`src/rtl/sram_pkg.sv`:
```
// Shared definitions for the pipelined SRAM: FSM state encoding,
// read-latency bounds and the per-byte parity helper.
package sram_pkg;

    // INIT clears the array after reset; RUN serves requests until the next reset.
    typedef enum logic {
        INIT = 1'b0,
        RUN  = 1'b1
    } state_t;

    // Legal read-latency range, in clock cycles from accept to RVALID.
    localparam int RD_LAT_MIN = 1;
    localparam int RD_LAT_MAX = 3;

    // Even parity: the stored bit makes the byte plus parity hold an even
    // number of ones, so an all-zero byte carries parity 0.
    function automatic logic byte_parity(input logic [7:0] b);
        return ^b;
    endfunction

endpackage

```
`src/rtl/sram_rd_pipe.sv`:
```
// Read-return shift pipeline for sram_pipe: RD_LAT stages carrying
// valid, data and parity-error flags. Data registers load only when a
// valid word passes, so the last stage holds the most recent read value
// while the pipeline is idle.
module sram_rd_pipe
    import sram_pkg::*;
#(
    parameter int DATA_W = 32,
    parameter int RD_LAT = 1
) (
    input  logic              clk,
    input  logic              rst_n,
    input  logic              in_valid,
    input  logic [DATA_W-1:0] in_data,
    input  logic              in_err,
    output logic              out_valid,
    output logic [DATA_W-1:0] out_data,
    output logic              out_err
);

    // Out-of-range settings are clamped so the structure always elaborates.
    localparam int LAT = (RD_LAT < RD_LAT_MIN) ? RD_LAT_MIN :
                         (RD_LAT > RD_LAT_MAX) ? RD_LAT_MAX : RD_LAT;

    logic [LAT-1:0]    v_q;
    logic [LAT-1:0]    e_q;
    logic [DATA_W-1:0] d_q [LAT];

    // Shift valid/error every cycle; advance data only alongside a valid flag.
    always_ff @(posedge clk or negedge rst_n) begin
        if (!rst_n) begin
            v_q <= '0;
            e_q <= '0;
            for (int i = 0; i < LAT; i++) begin
                d_q[i] <= '0;
            end
        end else begin
            v_q[0] <= in_valid;
            e_q[0] <= in_valid & in_err;
            if (in_valid) begin
                d_q[0] <= in_data;
            end
            for (int i = 1; i < LAT; i++) begin
                v_q[i] <= v_q[i-1];
                e_q[i] <= v_q[i-1] & e_q[i-1];
                if (v_q[i-1]) begin
                    d_q[i] <= d_q[i-1];
                end
            end
        end
    end

    assign out_valid = v_q[LAT-1];
    assign out_data  = d_q[LAT-1];
    assign out_err   = e_q[LAT-1];

endmodule

```
`src/rtl/sram_pipe.sv`:
```
// Single-port pipelined SRAM with byte enables, a self-clearing INIT
// phase after reset and a configurable read latency (RD_LAT).
// Optional feature: define SRAM_PIPE_PARITY_EN to store one even-parity
// bit per byte and flag mismatches on PERR; otherwise PERR is tied low.
//
// Handshake: a request is accepted on a rising edge where req && ready;
// at most one request per cycle, back-to-back accepts allowed. Reads
// return one cycle of rvalid with rdata exactly RD_LAT cycles after the
// accepting edge; writes never produce rvalid. Requests while ready is
// low are ignored entirely.
module sram_pipe
    import sram_pkg::*;
#(
    parameter int DATA_W = 32,
    parameter int ADDR_W = 6,
    parameter int RD_LAT = 1
) (
    input  logic                clk,
    input  logic                rst_n,
    input  logic                req,
    input  logic                wren,
    input  logic [ADDR_W-1:0]   addr,
    input  logic [DATA_W-1:0]   wdata,
    input  logic [DATA_W/8-1:0] be,
    output logic                ready,
    output logic                init_done,
    output logic                rvalid,
    output logic [DATA_W-1:0]   rdata,
    output logic                perr,
    output state_t              fsm_state
);

    localparam int NB    = DATA_W / 8;
    localparam int DEPTH = 1 << ADDR_W;

    logic [ADDR_W-1:0] init_cnt;
    logic [DATA_W-1:0] mem [DEPTH];

    logic              acc_wr;
    logic              acc_rd;
    logic              rd_req_q;
    logic [ADDR_W-1:0] rd_addr_q;
    logic [DATA_W-1:0] rd_word;
    logic              rd_err;

    assign ready     = (fsm_state == RUN);
    assign init_done = ready;
    assign acc_wr    = req & ready & wren;
    assign acc_rd    = req & ready & ~wren;

    // INIT walks the clear counter up to the last word, then parks in RUN;
    // the counter stops at DEPTH-1 instead of wrapping.
    always_ff @(posedge clk or negedge rst_n) begin
        if (!rst_n) begin
            fsm_state <= INIT;
            init_cnt  <= '0;
        end else begin
            case (fsm_state)
                INIT: begin
                    if (&init_cnt) begin
                        fsm_state <= RUN;
                    end else begin
                        init_cnt <= init_cnt + 1'b1;
                    end
                end
                RUN: begin
                    fsm_state <= RUN;
                end
                default: begin
                    fsm_state <= INIT;
                end
            endcase
        end
    end

    // Register the accepted read address; the array is read from this
    // register in the following cycle, so a write accepted one cycle
    // earlier is already visible (write-first ordering).
    always_ff @(posedge clk or negedge rst_n) begin
        if (!rst_n) begin
            rd_req_q  <= 1'b0;
            rd_addr_q <= '0;
        end else begin
            rd_req_q <= acc_rd;
            if (acc_rd) begin
                rd_addr_q <= addr;
            end
        end
    end

    // Array write port: INIT clears one word per cycle, RUN applies byte-enabled writes.
    always_ff @(posedge clk) begin
        if (fsm_state == INIT) begin
            mem[init_cnt] <= '0;
        end else if (acc_wr) begin
            for (int i = 0; i < NB; i++) begin
                if (be[i]) begin
                    mem[addr][i*8 +: 8] <= wdata[i*8 +: 8];
                end
            end
        end
    end

    assign rd_word = mem[rd_addr_q];

`ifdef SRAM_PIPE_PARITY_EN
    logic [NB-1:0] pmem [DEPTH];

    // Parity write port mirrors the data array: cleared words carry parity 0.
    always_ff @(posedge clk) begin
        if (fsm_state == INIT) begin
            pmem[init_cnt] <= '0;
        end else if (acc_wr) begin
            for (int i = 0; i < NB; i++) begin
                if (be[i]) begin
                    pmem[addr][i] <= byte_parity(wdata[i*8 +: 8]);
                end
            end
        end
    end

    // Recompute parity of the word being read and flag any byte mismatch.
    always_comb begin
        rd_err = 1'b0;
        for (int i = 0; i < NB; i++) begin
            if (byte_parity(rd_word[i*8 +: 8]) != pmem[rd_addr_q][i]) begin
                rd_err = 1'b1;
            end
        end
    end
`else
    // Without parity storage there is nothing to check.
    assign rd_err = 1'b0;
`endif

    sram_rd_pipe #(
        .DATA_W (DATA_W),
        .RD_LAT (RD_LAT)
    ) u_rd_pipe (
        .clk       (clk),
        .rst_n     (rst_n),
        .in_valid  (rd_req_q),
        .in_data   (rd_word),
        .in_err    (rd_err),
        .out_valid (rvalid),
        .out_data  (rdata),
        .out_err   (perr)
    );

endmodule

```
`config.mk`:
```
export PLATFORM = sky130hd
export DESIGN_NAME = sram_pipe
export DESIGN_NICKNAME = d
export VERILOG_FILES = /design/src/rtl/sram_pkg.sv /design/src/rtl/sram_rd_pipe.sv /design/src/rtl/sram_pipe.sv
export SDC_FILE = /design/constraint.sdc
export NUM_CORES = 2
export LEC_CHECK = 0
export CORE_ASPECT_RATIO = 1.75
export CORE_MARGIN = 3
export CORE_UTILIZATION = 55
export DETAILED_ROUTE_END_ITERATION = 10
export PLACE_DENSITY = 0.7
export SYNTH_ARGS = -nofsm -noshare
export SYNTH_HDL_FRONTEND = slang
export SYNTH_SLANG_ARGS = --single-unit
```
`constraint.sdc`:
```
create_clock -name clk -period 3.85 [get_ports clk]
set_input_delay 0.77 -clock clk [delete_from_list [all_inputs] [get_ports clk]]
set_output_delay 0.77 -clock clk [all_outputs]
set_load 0.01 [all_outputs]
```
==> metrics <==
Avg Cell Area, Syn 18.9 µm²; CTS max path bufs 3; core area 147000 µm²; Nets 4769; DP HPWL about 140000 µm; Routability Congestion between 0.9 and 1; largest net degree at the start of global routing 113; ys flop type edfxtp_1; Die Ht about 520 µm; most common cell after layout, fill and taps aside edfxtp_1; commonest cells after routing, fill and taps aside 2048 x edfxtp_1, 515 x mux2i_1, 366 x buf_4; post-synthesis sequential area ratio 0.767; Clock transition at path regs 70 ps; routed len/inst 30.5 µm; Post-CTS Hold Buffers 0; synthesized area 81700 µm²; register area 62700 µm²; Yosys top cell area share 0.753; worst hold path type primary input to asynchronous set/reset pin; Place WS -358 ps; skew final 27.5 ps; DIE AREA 153000 µm²; worst path required time 4340 ps; f_max 283 MHz; vias in the first global route 44300; Synth area leader edfxtp_1; Yosys cell types between 40 and 50; critical path peak fanout 8; fraction of registers with async set/reset 0.0224; Initial DRC Count about 5000; Remaining DRCs 0; final hold violation count 0; Ys Warns 0; routed via count 43100; CP Launch Type primary input; Final setup viols 0; Post-CTS Setup Bufs 0; area taken by multi-input logic gates about 18000 µm²; Setup WS post-layout 316 ps; Gate Count Post-Synth 4317; top post-synthesis cells by area edfxtp_1 75%, mux4_2 7.1%, mux2i_1 6.4%, a22oi_1 1.8%, dfrtp_1 1.4%; Starting Density 0.556; I/O Pins 83; max-cap violations 0; layout cells sized above 1 0.212; CP startpoint req; CTS resizes 0; fill count roughly 10000; RSZ-0062 raised after global routing no; Clock Root Buffer clkbuf_16; WHS 116 ps; global-route wire length before repair 303000 µm; Area Overhead vs Synth 14.6%; CTS tree built; Tmin final 3530 ps; flops & latches, synth 2095; Arrival @ worst endpoint around 4000 ps; total track usage 0.273; transition time of the tightest slew-check pin around 1400 ps; CTS H-tree depth 4; CTS Sinks 2095; Worst-Skew Late Latency 800 ps; Chip Width 297 µm; Worst IR Drop VDD 0.453 mV; status finished clean; final period utilization 0.918; Post-Syn Nets 4364; antenna violations before repair 9; Post-synth EDFFs between 2000 and 2500; TritonRoute pass-1 iters 6; DRT antenna net count 0; Rows 186; IO buf count between 80 and 90; slew margin rel. 0.0335; final wirelength 209000 µm; Leak roughly 25 nW; post-DR vias/cell 6.30; critical path capture point type flip-flop; Final Slew Violations 0; total grt overflow 0; Crit Path Category primary input to flip-flop; number of buffers created by CTS 172; Reg-to-Reg Start fsm_state; PwrDens 451 nW/µm²; Total Power ~0.042 W
final cells by class:
class                           count  area share
Clock buffer                      218      0.0485
Timing Repair Buffer              519      0.0535
Antenna cell                        5    0.000134
Sequential cell                  2095       0.669
Clock inverter                    104      0.0117
Multi-Input combinational cell   1931       0.191
Inverter                            3    0.000120
Tap cell                         1974      0.0264
worst paths after layout:
path	endpoint	slack, ps	cells past startpoint
max reg2reg	mem[58][1]	370	9
min reg2reg	init_cnt[4]	600	1
min	u_rd_pipe.out_data[27]	120	1
max	mem[58][1]	320	10
max in group asynchronous	rd_addr_q[0]	2950	1
min in group clk	init_cnt[4]	600	1
synthesized netlist by cell type (33+ instances only):
library cell and instances:
a21oi_1 33, a221oi_1 64, a22oi_1 192, and2_1 40, buf_2 107, clkbuf_1 127, dfrtp_1 47, edfxtp_1 2048
mux2i_1 519, mux4_2 256, nand2_1 159, nand2b_1 42, nor2_1 225, nor3_1 108, o21ai_0 66, o22ai_1 96
metal layers:
metal	wire (µm)	track usage
met5	13	0
met4	12300	0.143
met3	15600	0.0463
met2	107000	0.476
met1	73600	0.328
where the power goes:
| group | internal, W | leakage (nW) | switching, W | total [W] |
|---|---|---|---|---|
| combinational | 0.0000500 | 7.19 | 0.0000633 | 0.000113 |
| clock | 0.00965 | 2.74 | 0.00790 | 0.0175 |
| sequential | 0.0246 | 14.9 | 0 | 0.0246 |
state kept, by name (all words and copies together), names as in the netlist:
register,cells
mem,2048
u_rd_pipe.out_data,32
init_cnt,6
rd_addr_q,6
fsm_state,1
rd_req_q,1
u_rd_pipe.out_valid,1
through the flow:
stage | util | std cells | instance area, µm² | TNS [ps]
3_5_place_dp | 0.599 | 6522 | 88000 | -87070
4_1_cts | 0.637 | 6844 | 93700 | 0
5_1_grt | 0.637 | 6846 | 93700 | 0
6_report | 0.637 | 6849 | 93700 | 0
3_3_place_gp | 0.599 | 6522 | 88000 | -83660
2_1_floorplan | - | 4317 | 81700 | 0
critical path, stage by stage:
cell and delay [ps]:
clkdlybuf4s50_1 500, nand3_1 230, buf_4 240, nor2_4 250, buf_12 180, buf_4 170
mux2i_2 620, nand2_1 510, nor2_1 310, buf_4 220
logic make-up (layout without fill, tap and decap cells):
logic type,after synthesis,in the layout,share of synthesized area
and+or+nand+nor,650,650,0.0370
AOI/OAI and AO/OA,488,488,0.0423
adders and majority gates,1,1,0.000153
DFF,2095,2095,0.767
muxes,786,786,0.136
other,1,6,0.0000459
xor gates and xnor gates,5,5,0.000536
buffers and inverters,291,844,0.0174
(Power assumes the default switching activity.)
